$ cat config.mk
export PLATFORM = sky130hd
export DESIGN_NAME = bcd_display_mux
export DESIGN_NICKNAME = d
export VERILOG_FILES = /design/src/rtl/bcd_display_mux.sv
export SDC_FILE = /design/constraint.sdc
export NUM_CORES = 1
export LEC_CHECK = 0
export BUFFER_PORTS_ARGS = -buffer_cell sky130_fd_sc_hd__clkbuf_2
export CAP_MARGIN = 20
export CORE_MARGIN = 2
export CORE_UTILIZATION = 55
export CTS_CLUSTER_SIZE = 40
export DETAILED_ROUTE_END_ITERATION = 10
export PLACE_DENSITY = 0.77
export SYNTH_ARGS = -nofsm -noshare
export SYNTH_HDL_FRONTEND = slang
export SYNTH_SLANG_ARGS = --single-unit
$ cat constraint.sdc
create_clock -name clock -period 4.8 [get_ports clock]
set_clock_uncertainty 0.15 [all_clocks]
set_input_delay 0.48 -clock clock [delete_from_list [all_inputs] [get_ports clock]]
set_output_delay 0.48 -clock clock [all_outputs]
set_load 0.005 [all_outputs]
$ cat src/rtl/bcd_display_mux.sv
// bcd_display_mux: latches a packed BCD word on the rising edge of the converter's
// done flag and drives its digits one at a time onto a common-anode 7-segment bus
// (active-low segments, active-low one-hot digit enables). Leading zeros can be
// blanked, and a nibble above 9 is shown as a dash.
//
// Capture handshake: the converter's 'pronto' is a level, not a valid/ready pair.
// A word is taken from 'bcd' on every clock edge where pronto is high and was low
// on the previous edge. There is no back-pressure, so the converter must hold
// 'bcd' stable on that edge. 'atualizado' is high for the single cycle after each
// capture. A pronto that stays high captures only once, and it must drop for at
// least one cycle before the next capture.
module bcd_display_mux #(
  parameter int N   = 24,
  parameter int DIV = 50000
) (
  input  logic           clock,
  input  logic           reset,
  input  logic           pronto,
  input  logic [N-1:0]   bcd,
  input  logic           blank_zeros,
  output logic [6:0]     seg,
  output logic [N/4-1:0] an,
  output logic           atualizado
);

  localparam int D     = N / 4;
  localparam int IDX_W = (D > 1) ? $clog2(D) : 1;
  localparam int PRE_W = $clog2(DIV);

  localparam logic [IDX_W-1:0] IDX_LAST = IDX_W'(D - 1);
  localparam logic [PRE_W-1:0] PRE_LAST = PRE_W'(DIV - 1);

  // Segment patterns, {g,f,e,d,c,b,a}, active-low.
  localparam logic [6:0] SEG_BLANK = 7'b1111111;
  localparam logic [6:0] SEG_DASH  = 7'b0111111;

  // Capture path
  logic           pronto_d_q;
  logic           capture;
  logic [N-1:0]   rdisp_q, rdisp_d;
  logic           atualizado_q, atualizado_d;

  // Scan path
  logic [PRE_W-1:0] presc_q, presc_d;
  logic [IDX_W-1:0] idx_q, idx_d;
  logic             scan_step;

  // Digit selection and decode
  logic [D-1:0]   zero_from;   // zero_from[i]: nibbles i..D-1 of rdisp_q are all zero
  logic           zero_run;
  logic [3:0]     cur_nib;
  logic           blank_cur;

  // Registered display outputs
  logic [6:0]     seg_q, seg_d;
  logic [D-1:0]   an_q, an_d;

  // Decode one BCD nibble to its active-low segment pattern; 10..15 become a dash.
  function automatic logic [6:0] decode_nib(input logic [3:0] nib);
    logic [6:0] s;
    case (nib)
      4'd0:    s = 7'b1000000;
      4'd1:    s = 7'b1111001;
      4'd2:    s = 7'b0100100;
      4'd3:    s = 7'b0110000;
      4'd4:    s = 7'b0011001;
      4'd5:    s = 7'b0010010;
      4'd6:    s = 7'b0000010;
      4'd7:    s = 7'b1111000;
      4'd8:    s = 7'b0000000;
      4'd9:    s = 7'b0010000;
      default: s = SEG_DASH;
    endcase
    return s;
  endfunction

  // Rising-edge detect on pronto selects a new display word.
  always_comb begin
    capture      = pronto & ~pronto_d_q;
    rdisp_d      = capture ? bcd : rdisp_q;
    atualizado_d = capture;
  end

  // Prescaler wraps at DIV-1; that same cycle moves the scan to the next digit.
  always_comb begin
    scan_step = (presc_q == PRE_LAST);
    presc_d   = scan_step ? '0 : presc_q + PRE_W'(1);
    idx_d     = idx_q;
    if (scan_step) begin
      idx_d = (idx_q == IDX_LAST) ? '0 : idx_q + IDX_W'(1);
    end
  end

  // Mark, for each digit, whether it and every more significant digit are zero.
  // A dash nibble (>9) is nonzero, so it stops the run of leading zeros.
  always_comb begin
    zero_from = '0;
    zero_run  = 1'b1;
    for (int i = D - 1; i >= 0; i--) begin
      zero_run     = zero_run & (rdisp_q[4*i +: 4] == 4'd0);
      zero_from[i] = zero_run;
    end
  end

  // Select the nibble under the scan index and decide whether to blank it.
  // Digit 0 is never blanked, so a zero word still shows a single 0.
  always_comb begin
    cur_nib   = '0;
    blank_cur = 1'b0;
    for (int i = 0; i < D; i++) begin
      if (idx_q == IDX_W'(i)) begin
        cur_nib   = rdisp_q[4*i +: 4];
        blank_cur = blank_zeros & (i != 0) & zero_from[i];
      end
    end
  end

  // Next segment and digit-enable values; the enable stays on for a blanked digit.
  always_comb begin
    seg_d = blank_cur ? SEG_BLANK : decode_nib(cur_nib);
    an_d  = '1;
    for (int k = 0; k < D; k++) begin
      if (idx_q == IDX_W'(k)) begin
        an_d[k] = 1'b0;
      end
    end
  end

  // State and output registers; reset blanks the display and forgets the word.
  always_ff @(posedge clock or posedge reset) begin
    if (reset) begin
      pronto_d_q   <= 1'b0;
      rdisp_q      <= '0;
      atualizado_q <= 1'b0;
      presc_q      <= '0;
      idx_q        <= '0;
      seg_q        <= SEG_BLANK;
      an_q         <= '1;
    end else begin
      pronto_d_q   <= pronto;
      rdisp_q      <= rdisp_d;
      atualizado_q <= atualizado_d;
      presc_q      <= presc_d;
      idx_q        <= idx_d;
      seg_q        <= seg_d;
      an_q         <= an_d;
    end
  end

  assign seg        = seg_q;
  assign an         = an_q;
  assign atualizado = atualizado_q;

endmodule
==> metrics, run 1 <==
GRT Util Overall=20.2%; Sequential Power Share=49.6%; 1st-iter DRT viols=108; Setup Total Neg Slack=0 ns; CORE AREA=4790 sq um; PortBufs=41; global-route wire length before repair=8340 microns; share of the synthesized area in the top cell type=40.6%; clock slew at reported path FFs=0.07 ns; clk root buf=clkbuf_8; Ys Warns=0; critical path launch point type=flip-flop; # rows=25; area of the die=5630 sq um; unique cell type count in the Yosys netlist=51; worst min-delay path category=in2reg; Synth area leaders=dfrtp_1 41%, dfstp_2 12%, mux2_2 9.3%; initial antenna violation count=0; Comb pwr share=12.7%; Pre-antenna DRT Iters=4; Die Width=75.0 microns; fin. max-slew vios=0; vias in the first global route=1812; kind of critical path=reg2reg; Final Hold Viols=0; number of setup buffers added after CTS=0; vias per cell=5.29; crit path max fanout=20; Die Y=75.0 microns; worst skew pair latency=0.33 ns; CP endpoint kind=flip-flop; hold buffers post-CTS=0; status=finished clean; worst path required time=4.90 ns; Worst-Margin Slew=0.704 ns; slowest cell on the critical path=dfrtp_1; worst-case reg-to-reg path depth=10; DRC viols=0; reg-to-reg endpoint=seg[5]; Critical R2R Launch=idx_q[0]; detailed-route wire length=4880 microns; final net count=317; largest net degree at the start of global routing=59; internal power=0.873 mW; min Tclk post-route=3.38 ns; Syn Area/Cell=11.7 sq um; number of antenna cells inserted=0; remaining antenna violation count=0; commonest register cell after synthesis=dfrtp_1; commonest cells in the netlist=45 x dfrtp_1, 23 x mux2_2, 20 x nand2_1, 13 x dfstp_2, 13 x nor2_1; Arr. time, crit path=3.48 ns; CTS sink cnt=58; NetSw=0.275 mW; post-synthesis cell area=2770 sq um; Clock Tree Buf Depth=2; post-synthesis sequential area ratio=52.9%; routed length per instance=13.8 microns; GP Congestion=0.863; number of flops mapped to enable cells by yosys=0; post-synthesis async set-or-reset flop share=100%; Setup Slack @ Placement=1.44 ns; utilization after layout=67.3%; #FFs+latches synth=58; Net Sw Frac=23.9%; Max-Cap Viols=0; post_cts resized=0; area delta synth->final=16.1%; fill count=360; min-delay src=pronto; syn nets=273; grt total ovfl=0; VDD IR max=219 uV; Cells after Synth=238; top cell type by total area after synthesis=dfrtp_1; num ports=42; Starting Density=58.0%; RSZ-0062 raised after global routing=false; Final Cycle Share=70.4%; most frequent CP cell=ha_1; final setup margin=1.42 ns; Power Density=356 nW/um^2; share of layout cells above drive strength 1=35.9%; final setup vio count=0; post-detail-place hpwl=3470 microns; Clock power frac=37.7%; via count=1872; most numerous cell in the Yosys netlist=dfrtp_1; CTS tree=done; TritonCTS buffer count=9; Max Freq=296 MHz; crit-path cells=and2_1 -> ha_1 -> and4bb_1 -> o21a_1 -> a2111oi_2 -> inv_1 -> ha_1 -> or2_2 -> a21oi_1 -> o21ai_1; worst setup path endpoint=seg[5]; H-tree depth=3; CP startpoint=idx_q[0]; Worst R2R Setup Slack=1.42 ns; Pleak=1.45 nW; max incr delay on CP=0.76 ns; Rel. slew slack=53.0%
-- power by group through the flow --
| stage | combinational [mW] | sequential [mW] | clock [mW] |
|---|---|---|---|
| global route | 0.165 | 0.576 | 0.460 |
| global placement | 0.142 | 0.577 | 0 |
| CTS | 0.148 | 0.569 | 0.438 |
| detailed placement | 0.147 | 0.578 | 0 |
| floorplan | 0.101 | 0.571 | 0 |
| finish | 0.145 | 0.569 | 0.433 |
-- cell families (layout without fill, tap and decap cells) --
logic type	after synthesis	count (layout)	synth area share [%]
fa+ha+maj	7	7	3.16
compound gates	33	33	9.16
flops	58	58	52.9
mux	31	31	12.4
buf+inv	19	68	3.20
xor+xnor	14	14	4.42
simple gates	76	76	14.7
-- metrics by stage --
stage / cell area (sq um) / hold WS (ns) / instances / total power, mW
3_5_place_dp: 3030 / 0.334 / 338 / 0.725
3_3_place_gp: 3020 / 0.327 / 337 / 0.719
6_report: 3220 / 0.109 / 354 / 1.15
2_1_floorplan: 2770 / 0.311 / 238 / 0.672
5_1_grt: 3220 / 0.102 / 354 / 1.20
4_1_cts: 3220 / 0.101 / 354 / 1.16
-- metal layers --
layer,part of all wire (%),wire (microns),vias to the layer above,GRT usage [%]
met1,49,2370,900,28.2
met2,45,2180,41,29.8
li1,-,-,921,-
met5,0,0,-,0
met3,4.8,232,10,4.28
met4,1.8,90,0,10.7
-- how the worst min path moves through the flow --
stage	to	slack (ns)	cells after the start
2_1_floorplan	presc_q[13]	0.31	1
3_3_place_gp	presc_q[13]	0.33	1
3_5_place_dp	presc_q[13]	0.33	1
4_1_cts	pronto_d_q	0.10	1
5_1_grt	pronto_d_q	0.10	1
6_report	pronto_d_q	0.11	1
-- critical path, delay by kind of cell (launching register included) --
family,cells,cell delay (ns)
flip-flops,1,0.76
adder cells (fa/ha/maj),2,0.57
buffers and inverters,1,0.14
AND/OR/NAND/NOR,3,0.78
AO/OA/AOI/OAI,4,0.90
-- layout by cell type (no fill, tap or decap), types with 5 or more instances in the layout --
cell	instances
dfrtp_1	45
clkbuf_2	41
mux2_2	23
nand2_1	20
nor2_1	13
dfstp_2	13
clkbuf_8	10
o21ai_0	9
xor2_1	9
inv_1	8
nand3_1	7
ha_1	7
mux2i_1	6
nor2b_1	5
xnor2_1	5
-- layout make-up --
cell class	count	area (sq um)	share of cell area, %
flip-flops and latches	58	1470	45.6
multi-input cells	161	1220	37.9
repair buffers	43	228	7.07
clock buffers	13	149	4.62
well taps	67	83.8	2.60
clock inverters	3	40.0	1.24
inverters	9	33.8	1.05
-- flip-flops by register name, indices dropped and copies added, names as in the netlist --
signal / count
an: 6
idx_q: 3
presc_q: 16
pronto_d_q: 1
rdisp_q: 24
seg: 7
atualizado: 1
Note: power is estimated with default switching activity, not from simulation.
==> run 2: changes to the inputs <==
Clock period 4.8 ns to 3.4 ns, I/O delays scaled along.
==> metrics, run 2 (synthesized netlist as in run 1, its figures left out) <==
Starting Density=58.0% (unchanged); vias in the first global route=1828 (+0.88%); CP endpoint kind=flip-flop; area delta synth->final=17.5%; min-delay src=bcd[11]; max reg flops=24 (unchanged); worst min-delay path category=in2reg; TritonCTS buffer count=9 (unchanged); number of antenna cells inserted=0 (unchanged); GP Congestion=0.889 (+3.0%); final net count=323 (+1.9%); global-route wire length before repair=8610 microns (+3.3%); CTS sink cnt=58 (unchanged); Critical R2R Launch=idx_q[2]; status=finished clean; Die Y=75.0 microns (unchanged); Rel. slew slack=62.5% (+9.4 points); Die Width=75.0 microns (unchanged); GRT Util Overall=21.2% (+0.94 points); slowest cell on the critical path=dfrtp_1; 1st-iter DRT viols=104 (-3.7%); most common cell after layout, fill and taps aside=dfrtp_1; DRC viols=0 (unchanged); H-tree depth=3 (unchanged); Sequential Power Share=50.9% (+1.3 points); Setup Total Neg Slack=0 ns (unchanged); clk root buf=clkbuf_8; crit-path cells=inv_1 -> ha_1 -> and4bb_1 -> o21a_1 -> a2111oi_2 -> inv_1 -> ha_1 -> nor2b_1 -> o21ba_1 -> o21ai_2; via count=1924 (+2.8%); Reg with most FFs=rdisp_q; initial antenna violation count=0 (unchanged); detailed-route wire length=5220 microns (+6.9%); vias per cell=5.34 (+1.1%); internal power=1.19 mW (+36%); Clock power frac=35.5% (-2.2 points); final setup vio count=0 (unchanged); largest net degree at the start of global routing=54 (-8.5%); PortBufs=41 (unchanged); num ports=42 (unchanged); Net Sw Frac=24.8% (+0.87 points); max incr delay on CP=0.47 ns (-0.29 ns); worst path required time=3.52 ns (-1.38 ns); # rows=25 (unchanged); RSZ-0062 raised after global routing=false; CTS tree=done; Max Freq=356 MHz (+20%); CORE AREA=4790 sq um (unchanged); critical path launch point type=flip-flop; CP top delay family=compound AO/OA/AOI/OAI gates; Power Density=485 nW/um^2 (+36%); Comb pwr share=13.5% (+0.8 points); routed length per instance=14.5 microns (+5.2%); most frequent cells in the layout=45 x dfrtp_1, 41 x clkbuf_2, 23 x mux2_2; area of the die=5630 sq um (unchanged); Hold WS=0.0682 ns (-0.0411 ns); Final Hold Viols=0 (unchanged); Tot Pwr=1.58 mW (+38%); fill count=394 (+9.4%); kind of critical path=reg2reg; Max-Cap Viols=0 (unchanged); Pleak=1.47 nW (+1.3%); Final Cycle Share=82.6% (+12 points); grt total ovfl=0 (unchanged); fin. max-slew vios=0 (unchanged); Worst-Margin Slew=0.549 ns (-0.155 ns); worst skew pair latency=0.34 ns (about the same); crit path max fanout=11 (-45%); Clock Tree Buf Depth=2 (unchanged); NetSw=0.391 mW (+43%); Pre-antenna DRT Iters=4 (unchanged); VDD IR max=321 uV (+47%); share of layout cells above drive strength 1=35.8% (-0.052 points); min Tclk post-route=2.81 ns (-0.570 ns); Arr. time, crit path=2.93 ns (-0.55 ns); remaining antenna violation count=0 (unchanged); CP startpoint=idx_q[2]; crit path buf inv count=2 (+1); clock slew at reported path FFs=0.06 ns (about the same); post-detail-place hpwl=3660 microns (+5.5%)
-- run 2: cell count changes in the layout (fill, tap and decap cells not counted), moves of 2 or more --
cell,before,now
buf_4,1,5
clkbuf_1,3,5
clkinv_2,2,0
dlygate4sd3_1,0,2
-- run 2: area by class of cell --
type	count	area, sq um	share of cell area [%]
sequential	58	1470	45.0
multi-input combinational	161	1220	37.4
clock buffer	16	170	5.22
timing repair buffer	49	283	8.68
tap	67	83.8	2.57
inverter	9	33.8	1.04
-- run 2: power by group through the flow --
stage	combinational (mW)	sequential (mW)	clock (mW)
2_1_floorplan	0.143	0.806	0
3_3_place_gp	0.205	0.813	0
3_5_place_dp	0.210	0.816	0
4_1_cts	0.212	0.804	0.567
5_1_grt	0.240	0.813	0.597
6_report	0.213	0.804	0.561
-- run 2: worst paths after layout --
kind,to,slack (ns),cells past startpoint
worst max-delay path,seg[3],0.59,10
worst min-delay path,rdisp_q[11],0.07,3
worst max register to register,seg[3],0.59,10
worst min register to register,rdisp_q[0],0.35,1
max in group asynchronous,seg[2],2.09,5
min in group asynchronous,presc_q[13],0.29,3
-- run 2: worst min-delay path: stages --
cell      delay (ns)
clkbuf_2        0.07
nand2_1         0.04
o21ai_0         0.06
-- run 2: metal layers --
| layer | wire length, microns | vias up | track usage [%] |
|---|---|---|---|
| li1 | - | 940 | - |
| met1 | 2470 | 920 | 29.5 |
| met2 | 2360 | 53 | 30.5 |
| met3 | 248 | 11 | 4.69 |
| met4 | 138 | 0 | 12.5 |
| met5 | 0 | - | 0 |
-- run 2: timing repair --
action / 4_1_cts / 5_1_grt
setup buffers: 0 / 0
hold endpoints to repair: 1 / 7
gates resized for setup: 0 / 0
hold buffers: 1 / 1
-- run 2: stage by stage --
step	util (%)	worst slack (ns)	instances	cell area, sq um
finish	68.1	0.591	360	3260
global route	68.1	0.404	360	3260
CTS	67.5	0.603	358	3230
detailed placement	63.7	0.619	341	3050
global placement	63.7	0.734	341	3050
floorplan	-	0.337	238	2770
